`config.mk`:
```
export PLATFORM = sky130hd
export DESIGN_NAME = serial_add2_seq
export DESIGN_NICKNAME = d
export VERILOG_FILES = /design/src/rtl/serial_add_pkg.sv /design/src/rtl/add2_slice.sv /design/src/rtl/serial_add2_seq.sv
export SDC_FILE = /design/constraint.sdc
export NUM_CORES = 1
export LEC_CHECK = 0
export BUFFER_PORTS_ARGS = -buffer_cell sky130_fd_sc_hd__clkbuf_2
export CELL_PAD_IN_SITES_DETAIL_PLACEMENT = 0
export CELL_PAD_IN_SITES_GLOBAL_PLACEMENT = 1
export CORE_AREA = 2 2 53 92
export DETAILED_ROUTE_END_ITERATION = 10
export DIE_AREA = 0 0 55 94
export MAX_ROUTING_LAYER = met4
export PLACE_DENSITY_LB_ADDON = 0.3
export SLEW_MARGIN = 30
export SYNTH_ARGS = -nofsm -noshare
export SYNTH_HDL_FRONTEND = slang
export SYNTH_SLANG_ARGS = --single-unit
```
`constraint.sdc`:
```
create_clock -name clk -period 1.6 [get_ports clk]
set_clock_uncertainty 0.1 [all_clocks]
set_input_delay 0.08 -clock clk [delete_from_list [all_inputs] [get_ports clk]]
set_output_delay 0.08 -clock clk [all_outputs]
set_load 0.02 [all_outputs]
```
`src/rtl/serial_add_pkg.sv`:
```
// ============================================================================
//  Module      : serial_add_pkg
//  Description : Shared state encoding and slice width for serial_add2_seq.
//  Revision    : 1.0 - initial release
// ============================================================================
`default_nettype none

package serial_add_pkg;

    typedef enum logic [1:0] {
        IDLE = 2'b00,
        RUN  = 2'b01,
        DONE = 2'b10
    } state_t;

    localparam int SLICE_W = 2;

endpackage

`default_nettype wire

```
`src/rtl/add2_slice.sv`:
```
// ============================================================================
//  Module      : add2_slice
//  Description : Combinational 2-bit ripple-carry adder (two full-adder stages).
//  Revision    : 1.0 - initial release
// ============================================================================
`default_nettype none

module add2_slice (
    input  logic [1:0] x,
    input  logic [1:0] y,
    input  logic       ci,
    output logic [1:0] s,
    output logic       co
);

    logic w_c1;

    assign s[0] = x[0] ^ y[0] ^ ci;
    assign w_c1 = (x[0] & y[0]) | (x[0] & ci) | (y[0] & ci);

    assign s[1] = x[1] ^ y[1] ^ w_c1;
    assign co   = (x[1] & y[1]) | (x[1] & w_c1) | (y[1] & w_c1);

endmodule

`default_nettype wire

```
`src/rtl/serial_add2_seq.sv`:
```
// ============================================================================
//  Module      : serial_add2_seq
//  Description : Multi-precision adder that walks a 2-bit slice LSB-first.
//                Optional SERIAL_ADD_OVERFLOW_EN adds a signed-overflow flag.
//  Revision    : 1.0 - initial release
// ============================================================================
`default_nettype none

module serial_add2_seq
    import serial_add_pkg::*;
#(
    parameter int WIDTH = 8
) (
    input  logic             clk,
    input  logic             rst,
    input  logic             start,
    input  logic [WIDTH-1:0] a,
    input  logic [WIDTH-1:0] b,
    input  logic             cin,
    output logic             busy,
    output logic             done,
    output logic [WIDTH-1:0] sum,
    output logic             cout
`ifdef SERIAL_ADD_OVERFLOW_EN
    ,
    output logic             ovf
`endif
);

    localparam int CNT_W = $clog2(WIDTH / SLICE_W + 1);

    generate
        if ((WIDTH < 2) || ((WIDTH % 2) != 0)) begin : g_width_check
            $error("serial_add2_seq: WIDTH must be even and >= 2");
        end
    endgenerate

    state_t             r_state;
    state_t             w_state_nxt;
    logic [WIDTH-1:0]   r_op_a;
    logic [WIDTH-1:0]   r_op_b;
    logic [WIDTH-1:0]   r_psum;
    logic               r_carry;
    logic [CNT_W-1:0]   r_cnt;
    logic [1:0]         w_slice_s;
    logic               w_slice_co;
    logic [WIDTH-1:0]   w_psum_nxt;
    logic               w_last;

`ifdef SERIAL_ADD_OVERFLOW_EN
    logic               r_a_sign;
    logic               r_b_sign;
`endif

    add2_slice u_slice (
        .x  (r_op_a[1:0]),
        .y  (r_op_b[1:0]),
        .ci (r_carry),
        .s  (w_slice_s),
        .co (w_slice_co)
    );

    // New slice enters at the top; after WIDTH/2 shifts the LSB pair lands at bit 0.
    assign w_psum_nxt = WIDTH'({w_slice_s, r_psum} >> SLICE_W);
    assign w_last     = (r_cnt == CNT_W'(1));

    assign busy = (r_state == RUN);
    assign done = (r_state == DONE);

    always_ff @(posedge clk) begin
        if (rst) begin
            r_state <= IDLE;
        end else begin
            r_state <= w_state_nxt;
        end
    end

    always_comb begin
        w_state_nxt = r_state;
        case (r_state)
            IDLE:    if (start) w_state_nxt = RUN;
            RUN:     if (w_last) w_state_nxt = DONE;
            DONE:    w_state_nxt = IDLE;
            default: w_state_nxt = IDLE;
        endcase
    end

    always_ff @(posedge clk) begin
        if (rst) begin
            r_op_a   <= '0;
            r_op_b   <= '0;
            r_psum   <= '0;
            r_carry  <= 1'b0;
            r_cnt    <= '0;
            sum      <= '0;
            cout     <= 1'b0;
`ifdef SERIAL_ADD_OVERFLOW_EN
            r_a_sign <= 1'b0;
            r_b_sign <= 1'b0;
            ovf      <= 1'b0;
`endif
        end else begin
            case (r_state)
                IDLE: begin
                    if (start) begin
                        r_op_a   <= a;
                        r_op_b   <= b;
                        r_carry  <= cin;
                        r_cnt    <= CNT_W'(WIDTH / SLICE_W);
`ifdef SERIAL_ADD_OVERFLOW_EN
                        r_a_sign <= a[WIDTH-1];
                        r_b_sign <= b[WIDTH-1];
`endif
                    end
                end
                RUN: begin
                    r_op_a  <= r_op_a >> SLICE_W;
                    r_op_b  <= r_op_b >> SLICE_W;
                    r_psum  <= w_psum_nxt;
                    r_carry <= w_slice_co;
                    r_cnt   <= r_cnt - CNT_W'(1);
                    if (w_last) begin
                        sum  <= w_psum_nxt;
                        cout <= w_slice_co;
`ifdef SERIAL_ADD_OVERFLOW_EN
                        ovf  <= (r_a_sign == r_b_sign) &&
                                (w_psum_nxt[WIDTH-1] != r_a_sign);
`endif
                    end
                end
                default: ;
            endcase
        end
    end

endmodule

`default_nettype wire

```
==> summary.md <==
| Metric | Value |
|---|---|
| Status | `complete, but fails checks` |
| Violated checks | `setup timing` |
| Synth unique cells | `31` |
| Largest net degree at the start of global routing | `33` |
| Placed Cells | `241` |
| Port bufs | `30` |
| Clock Sinks | `37` |
| Leakage Power | `0.8877 nW` |
| Power density over the cells | `936.6 nW/µm²` |
| Tightest Pin Transition | `0.6928 ns` |
| First-pass GRT wire length | `6065 µm` |
| EDFF count, synth | `0` |
| Top routing layer in use | `met4` |
| Multi-input gate area | `709.4 µm²` |
| WP data required | `1.63 ns` |
| Final hold viol count | `0` |
| Vert. Die Dim | `94 µm` |
| FF-to-FF path depth | `4` |
| Tot Pwr | `2.051 mW` |
| Gr ovfl total | `0` |
| Total wire length | `3647 µm` |
| Crit path kind | `register to register` |
| Net Sw Frac | `25.46%` |
| Crit. End Element | `register` |
| Logic pwr share | `18.4%` |
| Number of vias per cell | `4.981` |
| Peak supply drop | `638.8 µV` |
| Top-level port count | `31` |
| Asr flop ratio synth | `0%` |
| Met2 routed WL | `2055 µm` |
| Fin Setup TNS | `-0.04641 ns` |
| Final net count | `242` |
| Via count | `1340` |
| Share of power burned in registers | `50.1%` |
| Critical Path AT | `1.66 ns` |
| Clk pwr share | `31.5%` |
| Max_cap viols | `0` |
| Synth Flop Type | `dfxtp_1` |
| RSZ-0062 raised after global routing | `true` |
| Setup crit end | `r_psum[7]$_SDFFE_PP0N_` |
| Reg2reg end | `r_psum[7]$_SDFFE_PP0N_` |
| Internal Pwr Total | `1.529 mW` |
| Vias in the first global route | `1334` |
| Antenna Nets Post-Route | `0` |
| Pre-antenna DRT Iters | `3` |
| R2R Path Start | `r_carry$_SDFFE_PP0P_` |
| CTS tree | `done` |
| Fill count | `430` |
| Yosys synthesis warning count | `0` |
| CTS Buf Count | `5` |
| Wire length on met3 | `100 µm` |
| Sequential Area | `748.2 µm²` |
| Total core area | `4404 µm²` |
| Starting Density | `35.85%` |
| Crit Path Max Fanout | `2` |
| Period utilization | `101.8%` |
| Syn Nets | `186` |
| Maximum achievable frequency | `614.0 MHz` |
| Worst R2R Setup Slack | `-0.03 ns` |
| WL/cell | `13.56 µm` |
| Site Rows | `32` |
| Clock slew at the register clock pins of the worst setup and hold paths | `0.07 ns` |
| #FFs+latches synth | `37` |
| Average size of a mapped cell | `9.747 µm²` |
| All-layer global routing usage | `16.39%` |
| Fin Hold WS | `0.1290 ns` |
| Worst skew pair latency | `0.28 ns` |
| # H-tree levels | `2` |
| Ranking of synthesized cells by area | `dfxtp_1 47%, o221a_2 9.3%, a21oi_1 6.0%` |
| Setup violators final | `2` |
| Die area | `5170 µm²` |
| Met1 WL | `1423 µm` |
| CP Launch Point | `r_carry$_SDFFE_PP0P_` |
| Detailed Route Iter0 Violations | `19` |
| Finished Layout Cells | `269` |
| Area delta synth->final | `38.67%` |
| Min Clock Period, post-route | `1.629 ns` |
| Startpoint Class | `register` |
| DRC Markers | `0` |
| Maximum buffer depth of the clock tree | `2` |
| Ant. Diodes | `0` |
| Yosys top cell area share | `46.91%` |
| Synthesized cell area | `1579 µm²` |
| Sw Pwr | `0.5222 mW` |
| Post-synthesis cell count | `162` |
| Initial antenna violation count | `0` |
| Final Max Tran Viols | `0` |
| Post-layout worst setup margin | `-0.02862 ns` |
| Layout cells sized above 1 | `38.07%` |
| DIE WIDTH | `55 µm` |
| Cell accounting for the most synthesized area | `dfxtp_1` |
| Hold WC Path Type | `input pin to register` |
| Clock root buffer | `clkbuf_8` |
| Post-synthesis sequential area ratio | `46.91%` |
| Relative slew margins | `53.81%` |
| DP HPWL | `2552 µm` |
| RD Place Congestion | `0.7175` |
[cell usage after synthesis (2+ instances only)]
cell	n
nand2_1	8
dfxtp_1	37
a21oi_1	19
a211oi_2	3
fa_1	2
mux2i_1	7
buf_2	5
o21ai_0	3
clkbuf_1	2
ha_1	2
buf_1	2
nor2b_1	2
nor2_2	3
o221a_2	13
a22oi_1	2
nor2_1	14
nand3b_1	3
inv_1	21
a211oi_1	2
[flip-flops by register name (all words and copies together) (netlist names)]
name / count
r_op_a: 8
r_op_b: 8
sum: 8
r_psum: 6
r_cnt: 3
r_state: 2
cout: 1
r_carry: 1
[power groups by stage]
stage | clock [mW] | combinational (mW) | sequential, mW
floorplan | 0 | 0.214 | 1.03
global placement | 0 | 0.314 | 1.04
detailed placement | 0 | 0.328 | 1.04
CTS | 0.662 | 0.366 | 1.02
global route | 0.700 | 0.421 | 1.03
finish | 0.646 | 0.378 | 1.03
[cell usage in the layout (no fill, tap or decap), drive strengths merged, types with 5 or more instances in the layout]
master,count
nand2,8
o221a,13
a211oi,5
clkbuf,37
nor2,17
inv,21
mux2i,7
a21oi,19
dfxtp,37
buf,14
dlygate4sd3,17
[repair_timing]
action	in CTS	in global routing
pin swaps	3	0
gates cloned	0	1
hold endpoints to repair	17	0
setup endpoints to repair	19	8
buffers inserted	1	2
hold buffers	17	0
gates resized for setup	5	10
[cell families after synthesis]
| family | after synthesis | share of synthesized area, % |
|---|---|---|
| DFF | 37 | 46.91 |
| buffers and inverters | 33 | 9.985 |
| adders and majority gates | 4 | 4.120 |
| AOI/OAI and AO/OA | 46 | 22.66 |
| muxes | 7 | 4.438 |
| and+or+nand+nor | 35 | 11.89 |
[how the worst min path moves through the flow]
stage / from / endpoint / slack (ns) / depth (start not counted)
finish: start / r_op_b[6]$_SDFFE_PP0P_ / 0.13 / 4
global route: start / r_op_b[7]$_SDFFE_PP0P_ / 0.22 / 4
CTS: start / r_op_b[6]$_SDFFE_PP0P_ / 0.12 / 4
detailed placement: a[7] / r_op_a[7]$_SDFFE_PP0P_ / 0.25 / 3
global placement: a[7] / r_op_a[7]$_SDFFE_PP0P_ / 0.25 / 3
floorplan: b[6] / r_op_b[6]$_SDFFE_PP0P_ / 0.14 / 2
[critical path, stage by stage (launching register included)]
cell	delay (ns)
dfxtp_2	0.34
inv_2	0.04
fa_2	0.38
fa_2	0.55
a211oi_1	0.07
[per-stage QoR]
step	area, µm²	worst slack [ns]	utilization, %
after floorplan	1584	0.01152	-
after global placement	1841	-0.02239	41.79
after detailed placement	1841	-0.06480	41.79
after CTS	2111	-0.04221	47.93
after global routing	2190	-0.07380	49.72
final	2190	-0.02862	49.72
[metal layers]
| metal | track usage (%) | up-vias |
|---|---|---|
| li1 | - | 665 |
| met1 | 18.79 | 643 |
| met2 | 26.59 | 24 |
| met3 | 2.866 | 8 |
| met4 | 7.927 | 0 |
| met5 | - | - |
[cell type report]
cell class | instances | share of cell area (%)
Timing Repair Buffer | 61 | 22.97
Inverter | 21 | 3.600
Sequential cell | 37 | 34.17
Clock buffer | 7 | 3.943
Multi-Input combinational cell | 92 | 32.40
Tap cell | 51 | 2.914
(Power assumes the default switching activity.)
